===== src/rtl/qos_wrr_arbiter.sv =====
`timescale 1ns/1ps
`default_nettype none
// ============================================================================
//  Module   : qos_wrr_arbiter
//  Purpose  : Weighted round-robin drain of four VC FIFOs into one egress
//             FIFO. Each word is tagged with its source VC. Pops stop while
//             the egress side is blocked.
//  Revision : 1.0  initial release
// ============================================================================
module qos_wrr_arbiter #(
  parameter int         DATA_W = 4,
  parameter logic [3:0] W0     = 4'd4,
  parameter logic [3:0] W1     = 4'd2,
  parameter logic [3:0] W2     = 4'd1,
  parameter logic [3:0] W3     = 4'd1
) (
  input  logic              CLOCK,
  input  logic              RESET,
  input  logic [3:0]        EMPTY_IN,
  input  logic [DATA_W-1:0] DATO_IN0,
  input  logic [DATA_W-1:0] DATO_IN1,
  input  logic [DATA_W-1:0] DATO_IN2,
  input  logic [DATA_W-1:0] DATO_IN3,
  input  logic              ALMOST_FULL_OUT,
  input  logic              FULL_OUT,
  output logic [3:0]        POP,
  output logic              PUSH,
  output logic [DATA_W-1:0] DATO_OUT,
  output logic [1:0]        VC_OUT,
  output logic [1:0]        STATE
);

  typedef enum logic [1:0] {
    IDLE  = 2'b00,
    SERVE = 2'b01,
    HOLD  = 2'b10
  } state_t;

  state_t            state;
  state_t            state_nxt;
  logic [1:0]        ptr;
  logic [3:0]        credit;
  logic [1:0]        sel;
  logic [3:0]        credit_eff;
  logic [3:0]        credit_inc;
  logic [3:0]        weight_sel;
  logic              blocked;
  logic              any_ready;
  logic              pop_en;
  logic              s1_valid;
  logic [1:0]        s1_vc;
  logic [DATA_W-1:0] dato_mux;

  assign blocked   = ALMOST_FULL_OUT | FULL_OUT;
  assign any_ready = ~&EMPTY_IN;
  assign STATE     = state;

  // Pick the pointer VC if it has data, else the nearest non-empty VC after it.
  always_comb begin
    sel = ptr;
    for (int k = 3; k >= 1; k--) begin
      if (!EMPTY_IN[ptr + 2'(k)]) begin
        sel = ptr + 2'(k);
      end
    end
    if (!EMPTY_IN[ptr]) begin
      sel = ptr;
    end
  end

  // Weight of the selected VC; a VC reached by skipping starts a fresh turn.
  always_comb begin
    case (sel)
      2'd0:    weight_sel = W0;
      2'd1:    weight_sel = W1;
      2'd2:    weight_sel = W2;
      default: weight_sel = W3;
    endcase
    credit_eff = (sel == ptr) ? credit : 4'd0;
    credit_inc = credit_eff + 4'd1;
  end

  // Next-state and pop decode; blocked always wins over pop eligibility.
  always_comb begin
    state_nxt = state;
    pop_en    = 1'b0;
    case (state)
      IDLE: begin
        if (any_ready) begin
          state_nxt = blocked ? HOLD : SERVE;
        end
      end
      SERVE: begin
        pop_en = any_ready & ~blocked;
        if (blocked) begin
          state_nxt = HOLD;
        end else if (!any_ready) begin
          state_nxt = IDLE;
        end
      end
      HOLD: begin
        if (!blocked) begin
          state_nxt = any_ready ? SERVE : IDLE;
        end
      end
      default: state_nxt = IDLE;
    endcase
    POP = pop_en ? (4'b0001 << sel) : 4'b0000;
  end

  // State register.
  always_ff @(posedge CLOCK or negedge RESET) begin
    if (!RESET) begin
      state <= IDLE;
    end else begin
      state <= state_nxt;
    end
  end

  // Turn bookkeeping: advance the pointer once the selected VC uses its weight.
  always_ff @(posedge CLOCK or negedge RESET) begin
    if (!RESET) begin
      ptr    <= 2'd0;
      credit <= 4'd0;
    end else if (pop_en) begin
      if (credit_inc == weight_sel) begin
        ptr    <= sel + 2'd1;
        credit <= 4'd0;
      end else begin
        ptr    <= sel;
        credit <= credit_inc;
      end
    end
  end

  // Source FIFO data arrives one cycle after its pop; pick it by the tag.
  always_comb begin
    case (s1_vc)
      2'd0:    dato_mux = DATO_IN0;
      2'd1:    dato_mux = DATO_IN1;
      2'd2:    dato_mux = DATO_IN2;
      default: dato_mux = DATO_IN3;
    endcase
  end

  // Two-stage push pipeline: tag the pop, then capture the word and push it.
  always_ff @(posedge CLOCK or negedge RESET) begin
    if (!RESET) begin
      s1_valid <= 1'b0;
      s1_vc    <= 2'd0;
      PUSH     <= 1'b0;
      DATO_OUT <= '0;
      VC_OUT   <= 2'd0;
    end else begin
      s1_valid <= pop_en;
      s1_vc    <= sel;
      PUSH     <= s1_valid;
      if (s1_valid) begin
        DATO_OUT <= dato_mux;
        VC_OUT   <= s1_vc;
      end
    end
  end

endmodule
`default_nettype wire


===== config.mk =====
export PLATFORM = sky130hd
export DESIGN_NAME = qos_wrr_arbiter
export DESIGN_NICKNAME = d
export VERILOG_FILES = /design/src/rtl/qos_wrr_arbiter.sv
export SDC_FILE = /design/constraint.sdc
export NUM_CORES = 1
export LEC_CHECK = 0
export ABC_AREA = 1
export CELL_PAD_IN_SITES_DETAIL_PLACEMENT = 0
export CELL_PAD_IN_SITES_GLOBAL_PLACEMENT = 1
export CORE_MARGIN = 5
export CORE_UTILIZATION = 25
export DETAILED_ROUTE_END_ITERATION = 8
export GPL_TIMING_DRIVEN = 0
export PLACE_DENSITY_LB_ADDON = 0.1
export SETUP_SLACK_MARGIN = 0.5
export SYNTH_ARGS = -nofsm -noshare
export SYNTH_HDL_FRONTEND = slang
export SYNTH_SLANG_ARGS = --single-unit

===== constraint.sdc =====
create_clock -name CLOCK -period 5.6 [get_ports CLOCK]
set_input_delay 0.84 -clock CLOCK [delete_from_list [all_inputs] [get_ports CLOCK]]
set_output_delay 0.84 -clock CLOCK [all_outputs]
set_load 0.02 [all_outputs]

==> flow_summary.ini, run 1 <==
[layout]
layout.nets = 262
diodes = 0
syn_to_final_growth_pct = 37.6
final_layout_size_suffix_gt1_share_pct = 13.4
stdcell_area_sq_um = 1840

[place]
gp_congestion = 0.738
hpwl_um = 2700
postPlaceCellArea_sq_um = 1790
place.port_buffers = 36

[drt]
dr.pass1.iters = 4
num_vias = 1262
routed_wl_um = 3370
routedWlPerCell_um = 11.2
drt_iter0_drc = 47
antenna_left = 0
viasPerCell = 4.19
drc = 0

[worst_setup_path]
rr_endpoint = ptr[0]$_DFFE_PN0P_
r2r_slack_ps = 2800
critPathSlowestCell = clkdlybuf4s50_1
r2r_start = ptr[1]$_DFFE_PN0P_
worst_path_most_repeated_cell = nand2_1
cpPeakStageDelay_ps = 620
crit_path_end_kind = output port
crit_chain = clkdlybuf4s50_1, inv_1, nand2_1, nand2_1, nand2_1, nand2_1, xor2_1, inv_1, o21ai_1, nand2_1, o21ai_1, nand2_1, o21ai_1, ha_1, inv_1, nor2_1, clkdlybuf4s50_1
crit_arrival_ps = 3440
r2r_cells = 23
crit_fanout = 4
required_ps = 4760
critPathLaunchType = input port
path_class = in -> out

[timing]
finalHoldViolCount = 0
final.setup.tns_ps = 0
tightestPinTransition_ps = 797
slew_headroom_pct = 46.7
slew_violations = 0
hold_slack_ps = 378
fmax_ghz = 0.234
layout_min_cycle_time_ps = 4280
finalCritPeriodShare_pct = 76.4
rsz0062_at_grt = false
setup_viol = 0
fin_skew_ps = 2.69

[global_routing]
antenna_found_initial = 0
grt_usage_pct = 10.4
grt-ovfl-total = 0
grt_start_max_net_pins = 19
grt_pass1_vias = 1275
grt_pass1_wl_um = 5960

[clock_network]
cts_root_buf = clkbuf_8
hold_buffers = 0
cts_max_level = 1
post-cts-setup-buffers = 0
cts_tree = yes
clock_latency_ps = 250
numCtsBuffers = 3
cts_max_path_buffers = 2
ctsResizeCount = 0
clock-sinks = 18
path_clk_slew_ps = 70

[power_and_ir_drop]
p_int_w = 0.000580
clock_power_share_pct = 8.6
p_sw_w = 0.000631
finalPower_w = 0.00121
switching_share_pct = 52.1
ir_worst_vdd_mv = 0.325
p_leak_nw = 0.906
comb_power_share_pct = 72.9
seqPwrFrac_pct = 18.5
power.density_nw_per_um2 = 658

[synthesis]
yosysTopAreaCell = dfrtp_1
synth-seq-cells = 18
synth.most_common_cell = nand2_1
synthTopCellsByCount = 49 x nand2_1, 27 x inv_1, 20 x nand3_1
synthesis.nets = 221
synthTopCellsByArea = dfrtp_1 34%, nand2_1 14%, inv_1 7.6%
synth_top_area_share_pct = 33.7
syn_area_sq_um = 1340
ys.warnings.count = 0
synth_edf_count = 0
synth-main-ff-cell = dfrtp_1
async_flop_share_pct = 100
ys_types = 27
syn-mean-instance-area_sq_um = 7.00
ys_seq_area_share_pct = 33.7
syn_inst = 191

[run]
drv_cap = 0

[worst_hold_path]
holdCritStartpoint = s1_valid$_DFF_PN0_
hold_end = PUSH$_DFF_PN0_
hold_depth = 0
holdCritPathClass = reg -> reg

[floorplanning]
rows = 26
start_util_pct = 26.0
die_x_um = 83.1
core_area_sq_um = 5140
die_area_sq_um = 6910
ios = 37
die_h_um = 83.1

[outcome]
status = finished clean
==> worst max-delay path by stage <==
| stage | slack, ps | from | cells after the start | to |
|---|---|---|---|---|
| detailed placement | 1320 | EMPTY_IN[1] | 17 | POP[0] |
| global placement | 1290 | EMPTY_IN[1] | 18 | POP[1] |
| floorplan | 2400 | EMPTY_IN[2] | 15 | POP[0] |
| global route | 950 | EMPTY_IN[1] | 18 | POP[1] |
| finish | 1320 | EMPTY_IN[1] | 17 | POP[0] |
| CTS | 1290 | EMPTY_IN[1] | 17 | POP[0] |
==> area by class of cell <==
type / count / area [sq um]
timing repair buffer: 36 / 360
clock buffer: 4 / 55.1
sequential: 18 / 450
fill: 593 / 3300
tap: 70 / 87.6
multi-input combinational: 138 / 748
buffer: 2 / 15.0
inverter: 33 / 124
==> critical path, delay by kind of cell <==
kind / cells / cell delay, ps
and+or+nand+nor: 7 / 510
buffers and inverters: 5 / 1330
AOI/OAI and AO/OA: 3 / 370
xor gates and xnor gates: 1 / 140
adders and majority gates: 1 / 270
==> placed cells by master (no fill, tap or decap), drive strengths merged <==
| cell type | instances |
|---|---|
| xnor2 | 1 |
| clkdlybuf4s50 | 36 |
| or2 | 2 |
| nand2 | 63 |
| nand4 | 2 |
| clkbuf | 5 |
| nor3 | 4 |
| xor2 | 2 |
| buf | 1 |
| inv | 33 |
| a21oi | 1 |
| nor2 | 14 |
| o21ai | 15 |
| ha | 6 |
| nor4 | 1 |
| nand3 | 22 |
| a211oi | 1 |
| dfrtp | 18 |
| a221oi | 4 |
==> stage by stage <==
| step | std cells | util, % | worst slack [ps] |
|---|---|---|---|
| finish | 301 | 35.8 | 1320 |
| global route | 301 | 35.8 | 953 |
| CTS | 301 | 35.8 | 1290 |
| detailed placement | 297 | 34.7 | 1320 |
| global placement | 297 | 34.7 | 1290 |
| floorplan | 191 | - | 2400 |
==> kinds of logic after synthesis <==
kind of cell    synth area share, %
flops                          33.7
xor+xnor                       1.96
simple gates                   38.9
compound gates                 9.45
fa+ha+maj                      5.61
buf+inv                        10.4
==> flip-flops by register name (all words and copies together) (netlist names) <==
name      cells
DATO_OUT      4
credit        4
STATE         2
VC_OUT        2
ptr           2
s1_vc         2
PUSH          1
s1_valid      1
==> power by group through the flow <==
stage          logic (W)  registers [W]  clock network [W]
2_1_floorplan   0.000684       0.000242                  0
3_3_place_gp    0.000908       0.000226                  0
3_5_place_dp    0.000896       0.000225                  0
4_1_cts         0.000901       0.000224           0.000110
5_1_grt          0.00103       0.000232           0.000115
6_report        0.000883       0.000224           0.000104
==> layer usage <==
metal  part of all wire [%]  GRT usage [%]  up-vias
met3                    4.0           1.88        0
met2                     44           16.2       31
li1                       -              -      686
met4                      0           4.01        0
met5                      0              0        -
met1                     51           14.3      545
Power figures use the tool's default switching activity.
==> run 2: changes to the inputs <==
==> constraint.sdc (replaced) <==
create_clock -name CLOCK -period 4.2 [get_ports CLOCK]
set_input_delay 0.63 -clock CLOCK [delete_from_list [all_inputs] [get_ports CLOCK]]
set_output_delay 0.63 -clock CLOCK [all_outputs]
set_load 0.02 [all_outputs]
==> flow_summary.ini, run 2 (synthesis results as in run 1) <==
[layout]
final_layout_size_suffix_gt1_share_pct = 15.6
register_area_sq_um = 450
nFillCells = 596
syn_to_final_growth_pct = 36.7
final_common_cell = nand2_1
stdcell_area_sq_um = 1830
reg_top3 = DATO_OUT (4), credit (4)
final_cells = 301
diodes = 0
final_cell_mix = 49 x nand2_1, 32 x clkdlybuf4s50_1, 26 x inv_1
layout.nets = 262
multi_input_area_sq_um = 752

[power_and_ir_drop]
finalPower_w = 0.00163
ir_worst_vdd_mv = 0.432
p_leak_nw = 0.915
power.density_nw_per_um2 = 889

[drt]
dr.pass1.iters = 4
drt_iter0_drc = 47
routedWlPerCell_um = 11.2
antenna_left = 0
num_vias = 1266
viasPerCell = 4.21
drc = 0
routed_wl_um = 3370

[floorplanning]
die_h_um = 83.1
ios = 37
core_area_sq_um = 5140
start_util_pct = 26.0
die_x_um = 83.1
die_area_sq_um = 6910
rows = 26

[worst_setup_path]
path_class = in -> out
critPathLaunchType = input port
crit_path_end_kind = output port
critPathSlowestCell = clkdlybuf4s50_1
required_ps = 3570
crit_fanout = 5
crit_chain = clkdlybuf4s50_1, inv_1, nand2_1, nand2_1, nand2_1, nand2_1, xor2_1, inv_1, o21ai_1, nand2_1, o21ai_1, nand2_1, o21ai_2, inv_2, ha_1, inv_1, nor2_1, dlygate4sd2_1
cpPeakStageDelay_ps = 520
crit_arrival_ps = 2840
worst_path_most_repeated_cell = nand2_1

[timing]
fmax_ghz = 0.288
tightestPinTransition_ps = 797
fin_skew_ps = 2.69
finalCritPeriodShare_pct = 82.7
slew_headroom_pct = 46.7
setup_viol = 0
rsz0062_at_grt = true
layout_min_cycle_time_ps = 3470
slew_violations = 0
final.setup.tns_ps = 0
finalHoldViolCount = 0

[place]
place.port_buffers = 36
gp_congestion = 0.738
dp.cells = 297
hpwl_um = 2700
postPlaceCellArea_sq_um = 1790

[clock_network]
hold_buffers = 0
ctsResizeCount = 4
path_clk_slew_ps = 70
cts_max_path_buffers = 2
cts_max_level = 1
clock-sinks = 18
numCtsBuffers = 3
cts_tree = yes
clock_latency_ps = 250
cts_root_buf = clkbuf_8
post-cts-setup-buffers = 0

[global_routing]
use_met2_pct = 16.2
grt_pass1_wl_um = 5960
grt-ovfl-total = 0
grt_start_max_net_pins = 19
grt_pass1_vias = 1275
met1_usage_pct = 14.3
use_met3_pct = 1.88
antenna_found_initial = 0
grt_usage_pct = 10.4
top_usage_layer = met2

[outcome]
status = finished clean

[run]
drv_cap = 0

[worst_hold_path]
holdCritPathClass = reg -> reg
==> run 2: cell count changes in the layout (fill, tap and decap cells not counted), sizes merged <==
cell           delta
clkdlybuf4s50     -4
dlygate4sd2       +1
clkbuf            +3
==> run 2: path summary, 6_finish.rpt <==
path / slack (ps) / cells after the start / start / end
max: 730 / 18 / EMPTY_IN[1] / POP[1]
min: 380 / 0 / s1_valid$_DFF_PN0_ / PUSH$_DFF_PN0_
max reg2reg: 1560 / 23 / ptr[1]$_DFFE_PN0P_ / ptr[0]$_DFFE_PN0P_
min reg2reg: 380 / 0 / s1_valid$_DFF_PN0_ / PUSH$_DFF_PN0_
max in group asynchronous: 2860 / 1 / RESET / s1_valid$_DFF_PN0_
min in group asynchronous: 840 / 1 / RESET / VC_OUT[1]$_DFFE_PN0P_
==> run 2: layer usage <==
layer / vias to the layer above / routed length, um
met5: - / 0
met3: 0 / 140
met1: 549 / 1720
li1: 686 / -
met4: 0 / 0
met2: 31 / 1500
==> run 2: power breakdown <==
part / switching (W) / internal [W]
sequential: 0.0000596 / 0.000239
clock: 0.0000558 / 0.0000831
combinational: 0.000733 / 0.000455
==> run 2: critical path, delay by kind of cell <==
family,cells,cell delay [ps]
AOI/OAI and AO/OA,3,290
adders and majority gates,1,220
xor gates and xnor gates,1,140
buffers and inverters,6,1120
and+or+nand+nor,7,440
==> run 2: layout make-up <==
class                      instances  area share (%)
buffer                             2           0.821
clock buffer                       4            3.01
inverter                          33            6.78
multi-input combinational        138            41.1
sequential                        18            24.6
tap                               70            4.79
timing repair buffer              36            18.8
==> run 2: through the flow <==
step	setup slack [ps]	util, %	hold WS [ps]
2_1_floorplan	1420	-	334
3_3_place_gp	308	34.7	367
3_5_place_dp	343	34.7	366
4_1_cts	543	35.7	382
5_1_grt	390	35.6	406
6_report	727	35.6	378
